--- config.mk ---
export PLATFORM = sky130hd
export DESIGN_NAME = eth_domain_seq_flat
export DESIGN_NICKNAME = d
export VERILOG_FILES = /design/src/rtl/eth_domain_seq_if.sv /design/src/rtl/eth_domain_seq.sv /design/src/flat_wrapper.sv
export SDC_FILE = /design/constraint.sdc
export NUM_CORES = 1
export LEC_CHECK = 0
export CORE_MARGIN = 1.5
export CORE_UTILIZATION = 45
export CTS_CLUSTER_SIZE = 16
export DETAILED_ROUTE_END_ITERATION = 16
export PLACE_DENSITY_LB_ADDON = 0.3
export SLEW_MARGIN = 20
export SYNTH_ARGS = -nofsm -noshare
export SYNTH_HDL_FRONTEND = slang
export SYNTH_SLANG_ARGS = --single-unit
--- constraint.sdc ---
create_clock -name clk_i -period 2 [get_ports clk_i]
set_input_delay 0.3 -clock clk_i [delete_from_list [all_inputs] [get_ports clk_i]]
set_output_delay 0.3 -clock clk_i [all_outputs]
set_load 0.02 [all_outputs]
--- src/rtl/eth_domain_seq_if.sv ---
// Control/status bundle between the SoC register block and the Ethernet domain sequencer.
// Purely wires: no storage, so it adds no latency.
// Carries no backpressure; the isolation acknowledge is the only feedback signal.
interface eth_domain_seq_if;
  logic       domain_en_i;
  logic       err_clr_i;
  logic       axi_isolated_i;
  logic       clk_en_o;
  logic       domain_rst_no;
  logic       axi_isolate_o;
  logic       active_o;
  logic       err_o;
  logic [2:0] state_o;

  // The sequencer consumes requests and acknowledge, and drives the domain controls.
  modport slave (
    input  domain_en_i, err_clr_i, axi_isolated_i,
    output clk_en_o, domain_rst_no, axi_isolate_o, active_o, err_o, state_o
  );

  // Register block / domain wrapper side.
  modport master (
    output domain_en_i, err_clr_i, axi_isolated_i,
    input  clk_en_o, domain_rst_no, axi_isolate_o, active_o, err_o, state_o
  );
endinterface

--- src/rtl/eth_domain_seq.sv ---
// Power/isolation sequencer: clock enable, domain reset and AXI isolation in a fixed order.
// Latency: outputs decode from registered state, one edge after the deciding input is sampled.
// No backpressure; a bus that never drains times out into ERR, recovered by a forced reset.
module eth_domain_seq #(
  parameter int SettleCycles  = 8,
  parameter int RstCycles     = 16,
  parameter int TimeoutCycles = 1024
) (
  input logic            clk_i,
  input logic            rst_ni,
  eth_domain_seq_if.slave ctl
);

  localparam int MaxCycles = (SettleCycles > RstCycles)
                           ? ((SettleCycles > TimeoutCycles) ? SettleCycles : TimeoutCycles)
                           : ((RstCycles > TimeoutCycles) ? RstCycles : TimeoutCycles);
  localparam int CntWidth  = $clog2(MaxCycles) + 1;

  localparam logic [CntWidth-1:0] SettleLoad  = CntWidth'(SettleCycles - 1);
  localparam logic [CntWidth-1:0] RstLoad     = CntWidth'(RstCycles - 1);
  localparam logic [CntWidth-1:0] TimeoutLoad = CntWidth'(TimeoutCycles - 1);
  localparam logic [CntWidth-1:0] CntOne      = CntWidth'(1);

  typedef enum logic [2:0] {
    S_OFF        = 3'd0,
    S_CLK_ON     = 3'd1,
    S_RST_REL    = 3'd2,
    S_DEISO      = 3'd3,
    S_ON         = 3'd4,
    S_ISO_REQ    = 3'd5,
    S_RST_ASSERT = 3'd6,
    S_ERR        = 3'd7
  } state_t;

  state_t              state, state_nxt;
  logic [CntWidth-1:0] cnt, cnt_nxt;
  logic                err, err_nxt;
  logic                cnt_zero;

  assign cnt_zero = (cnt == '0);

  // State, shared down-counter and sticky error; reset gates and resets the domain at once.
  always_ff @(posedge clk_i) begin
    if (!rst_ni) begin
      state <= S_OFF;
      cnt   <= '0;
      err   <= 1'b0;
    end else begin
      state <= state_nxt;
      cnt   <= cnt_nxt;
      err   <= err_nxt;
    end
  end

  // Next state: the counter is reloaded on entry to each timed state and otherwise
  // counts down, saturating at zero. An ack on the timeout cycle counts as success.
  always_comb begin
    state_nxt = state;
    cnt_nxt   = cnt_zero ? '0 : (cnt - CntOne);
    err_nxt   = err;
    unique case (state)
      S_OFF: begin
        if (ctl.domain_en_i) begin
          state_nxt = S_CLK_ON;
          cnt_nxt   = SettleLoad;
        end
      end
      S_CLK_ON: begin
        if (cnt_zero) begin
          state_nxt = S_RST_REL;
          cnt_nxt   = RstLoad;
        end
      end
      S_RST_REL: begin
        if (cnt_zero) begin
          state_nxt = S_DEISO;
          cnt_nxt   = TimeoutLoad;
        end
      end
      S_DEISO: begin
        if (!ctl.axi_isolated_i) begin
          state_nxt = S_ON;
          cnt_nxt   = '0;
        end else if (cnt_zero) begin
          state_nxt = S_ERR;
          err_nxt   = 1'b1;
        end
      end
      S_ON: begin
        if (!ctl.domain_en_i) begin
          state_nxt = S_ISO_REQ;
          cnt_nxt   = TimeoutLoad;
        end
      end
      S_ISO_REQ: begin
        if (ctl.axi_isolated_i) begin
          state_nxt = S_RST_ASSERT;
          cnt_nxt   = RstLoad;
        end else if (cnt_zero) begin
          state_nxt = S_ERR;
          err_nxt   = 1'b1;
        end
      end
      S_RST_ASSERT: begin
        if (cnt_zero) begin
          state_nxt = S_OFF;
        end
      end
      S_ERR: begin
        if (ctl.err_clr_i) begin
          state_nxt = S_RST_ASSERT;
          cnt_nxt   = RstLoad;
          err_nxt   = 1'b0;
        end
      end
      default: begin
        state_nxt = S_OFF;
        cnt_nxt   = '0;
      end
    endcase
  end

  // Domain controls decode purely from the registered state.
  always_comb begin
    ctl.clk_en_o      = 1'b1;
    ctl.domain_rst_no = 1'b1;
    ctl.axi_isolate_o = 1'b1;
    unique case (state)
      S_OFF:        begin ctl.clk_en_o = 1'b0; ctl.domain_rst_no = 1'b0; end
      S_CLK_ON:     ctl.domain_rst_no = 1'b0;
      S_DEISO:      ctl.axi_isolate_o = 1'b0;
      S_ON:         ctl.axi_isolate_o = 1'b0;
      S_RST_ASSERT: ctl.domain_rst_no = 1'b0;
      default:      ctl.clk_en_o = 1'b1;
    endcase
  end

  assign ctl.active_o = (state == S_ON);
  assign ctl.err_o    = err;
  assign ctl.state_o  = state;

endmodule

--- src/flat_wrapper.sv ---
// flat-port wrapper written by rule: the top's interface ports become plain ports
module eth_domain_seq_flat 
#(
  parameter int SettleCycles  = 8,
  parameter int RstCycles     = 16,
  parameter int TimeoutCycles = 1024
)
  (clk_i, rst_ni, ctl_domain_en_i, ctl_err_clr_i, ctl_axi_isolated_i, ctl_clk_en_o, ctl_domain_rst_no, ctl_axi_isolate_o, ctl_active_o, ctl_err_o, ctl_state_o);
  eth_domain_seq_if ctl_i ();
  input logic clk_i;
  input logic rst_ni;
  input wire logic [$bits(ctl_i.domain_en_i)-1:0] ctl_domain_en_i;
  input wire logic [$bits(ctl_i.err_clr_i)-1:0] ctl_err_clr_i;
  input wire logic [$bits(ctl_i.axi_isolated_i)-1:0] ctl_axi_isolated_i;
  output wire logic [$bits(ctl_i.clk_en_o)-1:0] ctl_clk_en_o;
  output wire logic [$bits(ctl_i.domain_rst_no)-1:0] ctl_domain_rst_no;
  output wire logic [$bits(ctl_i.axi_isolate_o)-1:0] ctl_axi_isolate_o;
  output wire logic [$bits(ctl_i.active_o)-1:0] ctl_active_o;
  output wire logic [$bits(ctl_i.err_o)-1:0] ctl_err_o;
  output wire logic [$bits(ctl_i.state_o)-1:0] ctl_state_o;
  assign ctl_i.domain_en_i = ctl_domain_en_i;
  assign ctl_i.err_clr_i = ctl_err_clr_i;
  assign ctl_i.axi_isolated_i = ctl_axi_isolated_i;
  assign ctl_clk_en_o = ctl_i.clk_en_o;
  assign ctl_domain_rst_no = ctl_i.domain_rst_no;
  assign ctl_axi_isolate_o = ctl_i.axi_isolate_o;
  assign ctl_active_o = ctl_i.active_o;
  assign ctl_err_o = ctl_i.err_o;
  assign ctl_state_o = ctl_i.state_o;
  eth_domain_seq #(.SettleCycles(SettleCycles), .RstCycles(RstCycles), .TimeoutCycles(TimeoutCycles)) u_core (.clk_i(clk_i), .rst_ni(rst_ni), .ctl(ctl_i));
endmodule
**Yosys cells after proc, flatten, opt, wreduce, memory -nomap -nowiden**

Index checks and enable logic that the tools add are counted.

- Muxes and demuxes: 27
- Add/sub/neg operators: 1
- Reduce and logical (&&, ||, !) cells: 7
- Equal/unequal tests: 15

Operator list:

| cell | number |
|---|---|
| $mux 11 | 8 |
| $pmux 11 s7 | 1 |
| $mux 3 | 9 |
| $pmux 3 s8 | 1 |
| $eq 3x3->1 const B | 4 |
| $logic_not 11->1 | 1 |
| $sub 11x1->11 const B | 1 |
| $ne 2x2->1 const B | 5 |
| $mux 1 | 7 |
| $eq 3x2->1 const B | 2 |
| $ne 2x1->1 const B | 3 |
| $reduce_and 6->1 | 1 |
| $reduce_and 4->1 | 1 |
| $eq 3x1->1 const B | 1 |
| $logic_not 3->1 | 1 |
| $pmux 1 s3 | 1 |
| $reduce_bool 3->1 | 1 |
| $reduce_or 3->1 | 1 |
| $reduce_or 2->1 | 1 |

- Output and inout bits: 8
- Bits in registers: 15

**Longest topological paths before layout**

- Depth in word-level cells: 4
- Mapped depth: 6
- Mapped depth without buffers: 6

**Worst setup path before layout**

No wires, ideal clock.

- Path type: register to register
- Start point: register u_core.state[2] (netlist: u_core.ctl.state_o[2])
- End point: register u_core.cnt[0]
- Data arrival time: 1762 ps
- Setup time: 95 ps
- Period minus slack after synthesis: 1857 ps
- Stages on the path, launching flop included: 5
- Path buffers: 0
- Setup slack: 143 ps
- Cells stage by stage: dfxtp_1 nor3b_1 nor2b_1 nor3_1 a221oi_1

- Longest elaborated chain between the ends: 2
- Elaborated cells between the ends (all ways): 8
- Classes of those cells: eq/ne: 6; mux: 1; reduce/logical: 1

Ends and longest elaborated chain:

| what | RTL line | RTL |
|---|---|---|
| start: declaration | eth_domain_seq.sv:35 | `state_t state, state_nxt;` |
| start signal: assignment | eth_domain_seq.sv:49 | `state <= state_nxt;` |
| $eq 3x3->1 | n/a |  |
| named net ctl_active_o | flat_wrapper.sv:18 | `output wire logic [$bits(ctl_i.active_o)-1:0] ctl_active_o;` |
| $pmux 11 s7 | eth_domain_seq.sv:61 | `unique case (state)` |
| end signal: assignment | eth_domain_seq.sv:50 | `cnt <= cnt_nxt;` |
| end: declaration | eth_domain_seq.sv:36 | `logic [CntWidth-1:0] cnt, cnt_nxt;` |

The timed path passes the listed nets, and every way through them passes these cells.
A chain may end at the register's enable or synchronous reset.

**Worst setup path in the final report**

- Start point: register u_core.state[0] (netlist: u_core.ctl.state_o[0])
- End point: output ctl_axi_isolate_o

- Longest elaborated chain between the ends: 3
- Elaborated cells between the ends (all ways): 4
- Classes of those cells: eq/ne: 2; mux: 1; reduce/logical: 1

Ends and longest elaborated chain:

| what | RTL line | RTL |
|---|---|---|
| $eq 3x3->1 / $eq 3x2->1 (equally long branches) | eth_domain_seq.sv:128 | `unique case (state)` |
| $reduce_or 2->1 (no line) * | n/a |  |
| $mux 1 * | eth_domain_seq.sv:128 |  |
| end: declaration | flat_wrapper.sv:17 | `output wire logic [$bits(ctl_i.axi_isolate_o)-1:0] ctl_axi_isolate_o;` |

Every way passes the cells marked *; elsewhere a longest branch is shown, timed or not.

==> run metrics <==
status=complete, no violations; power per cell area=1806 nW/um2; die area=2856 um2; Cells after Synth=138; synth unique cells=52; ant diodes=0; period utilisation layout=94.63%; PortBufs=12; core area=2432 um2; CTS tree=yes; Switching Power=1183 uW; Tot GR Track Use=23.13%; synth warn=0; post-CTS sizing=1; share of layout cells above drive strength 1=21.52%; HPWL after DPL=2.123 mm; dominant cells by area after synthesis=dfxtp_1 (26%), o21ai_0 (5.2%), xnor2_1 (3.8%); number of fill cells=227; total CTS buffers=3; Design Area, Final=1398 um2; Synth top area share=26.23%; worst slew pin tran=0.4106 ns; RSZ-0062 raised after global routing=false; peak supply drop=1.350 mV; Fin. Hold Viols=0; EDFF count, synth=0; Rows=18; initial DRC count=45; vias=1156; Routed Antenna Nets=0; Final Critical Period=1.893 ns; Setup CP Type=reg2out; Wirelength per Cell=15.46 um; CTS max path bufs=2; initial antenna violation count=0; Routed Wire Length=2.906 mm; I/O pins=13; Avg Inst Size Synth=8.296 um2; Critical Path Sink Type=output pin; clk root buf=clkbuf_4; starting density of the core=47.07%; ys flop type=dfxtp_1; total of max-cap violations=0; power share of the clock group=6.9%; synthesis-stage register bit count=15; vias in the first global route=1072; Clock Sink Count=15; fmax=0.5284 GHz; Hold Buf Count CTS=0; final setup violation count=0; Data required, critical path=1.70 ns; TNS Setup=0 ns; postcts setup bufs=0; pin count of the biggest net entering global routing=18; Post-Syn Nets=144; routability cong.=0.8915; Async S/R FF share, synth=0%; nets=165; DR DRC count=0; sw frac=46.89%; H-tree Lvls=1; Pwr Total=2524 uW; drt via density=6.149; Int Power=1340 uW; Clock Pin Slew Worst Setup and Hold Paths=0.10 ns; Pre-antenna DRT Iters=4; Area after DPL=1351 um2; first-pass GRT wire length=4.864 mm; top cell type by total area after synthesis=dfxtp_1; post-synthesis sequential area ratio=26.23%; grt total ovfl=0; CP Max Fanout=16; Layout area overhead=22.08%; Reg power frac=22.9%; leak pwr=0.0005519 uW; Cell Area, Synth=1145 um2; Slew Limit Fails=0; Comb pwr share=70.1%; worst skew pair latency=0.29 ns; DIE HEIGHT=53.44 um; worst-case clock skew=0.008239 ns; Die W=53.44 um; Worst Hold Class=reg2reg; critical path arrival=1.59 ns; Slew Limit Headroom=72.54%; Critical Path Start Type=flop
==> registers in the layout, indices dropped and copies added, names as in the netlist <==
name                flops
u_core.cnt             11
u_core.ctl.state_o      3
u_core.ctl.err_o        1
==> path summary, 6_finish.rpt <==
check,slack (ns),start,endpoint,cells after the start
worst max-delay path,0.11,u_core.ctl.state_o[0]$_SDFFE_PN0P_,ctl_axi_isolate_o,3
worst min-delay path,0.53,u_core.cnt[0]$_SDFF_PN0_,u_core.cnt[0]$_SDFF_PN0_,1
worst max register to register,0.13,u_core.cnt[0]$_SDFF_PN0_,u_core.cnt[0]$_SDFF_PN0_,7
worst min register to register,0.53,u_core.cnt[0]$_SDFF_PN0_,u_core.cnt[0]$_SDFF_PN0_,1
==> stage by stage <==
stage / std cells / setup WS (ns) / util (%) / hold WS, ns
floorplan: 138 / 0.1427 / - / 0.4723
global placement: 184 / 0.1466 / 55.56 / 0.5059
detailed placement: 184 / 0.1068 / 55.56 / 0.5147
CTS: 188 / 0.03998 / 56.89 / 0.5310
global route: 188 / 0.04398 / 57.46 / 0.5488
finish: 188 / 0.1074 / 57.46 / 0.5322
==> routing by layer <==
metal | track usage (%) | up-vias | routed length, um
met5 | 0 | - | 0
met4 | 8.974 | 0 | 55
met3 | 2.542 | 8 | 148
met2 | 38.68 | 43 | 1396
met1 | 30.02 | 551 | 1305
li1 | - | 554 | -
==> cell usage after synthesis, drive strengths merged (3+ instances only) <==
library cell	number
dfxtp	15
o21ai	14
nor2	11
nand2	9
a21oi	7
buf	7
inv	5
nor2b	5
xnor2	5
xor2	5
a221oi	4
nor3	4
a211o	3
a31oi	3
nand3	3
nor3b	3
nor4	3
==> worst max-delay path, cell delays in order (launching register included) <==
cell and delay, ns:
dfxtp_1 0.36, buf_4 0.20, a21oi_1 0.13, clkdlybuf4s50_1 0.61
==> power groups by stage <==
stage / clock, uW / combinational (uW) / sequential, uW
2_1_floorplan: 0 / 1220 / 572
3_3_place_gp: 0 / 1700 / 569
3_5_place_dp: 0 / 1750 / 579
4_1_cts: 182 / 1760 / 574
5_1_grt: 194 / 1950 / 594
6_report: 175 / 1770 / 579
==> final cells by class <==
class | instances | area, um2 | area share [%]
clock inverter | 1 | 5.005 | 0.3581
timing repair buffer | 25 | 222.7 | 15.94
tap | 30 | 37.54 | 2.686
multi-input combinational | 109 | 788.3 | 56.40
inverter | 5 | 18.77 | 1.343
sequential | 15 | 302.8 | 21.67
clock buffer | 3 | 22.52 | 1.611
==> kinds of logic (layout without fill, tap and decap cells) <==
family	Yosys count	count (layout)	synth area share, %
adder cells (fa/ha/maj)	1	1	1.093
multiplexers	3	3	2.732
AND/OR/NAND/NOR	51	51	30.16
XOR/XNOR	10	10	7.650
buffers and inverters	14	34	5.902
AO/OA/AOI/OAI	44	44	26.23
flip-flops	15	15	26.23
==> layout by cell type (no fill, tap or decap), types with 3 or more instances in the layout <==
| cell type | n |
|---|---|
| a221oi_1 | 4 |
| o21ai_0 | 12 |
| clkbuf_4 | 3 |
| inv_1 | 5 |
| xnor2_1 | 5 |
| a31oi_1 | 3 |
| nor3_1 | 3 |
| dfxtp_1 | 13 |
| xor2_1 | 5 |
| nor2b_1 | 5 |
| nor2_1 | 11 |
| buf_4 | 13 |
| a21oi_1 | 7 |
| clkdlybuf4s50_1 | 10 |
| nand2_1 | 9 |
(Power assumes the default switching activity.)
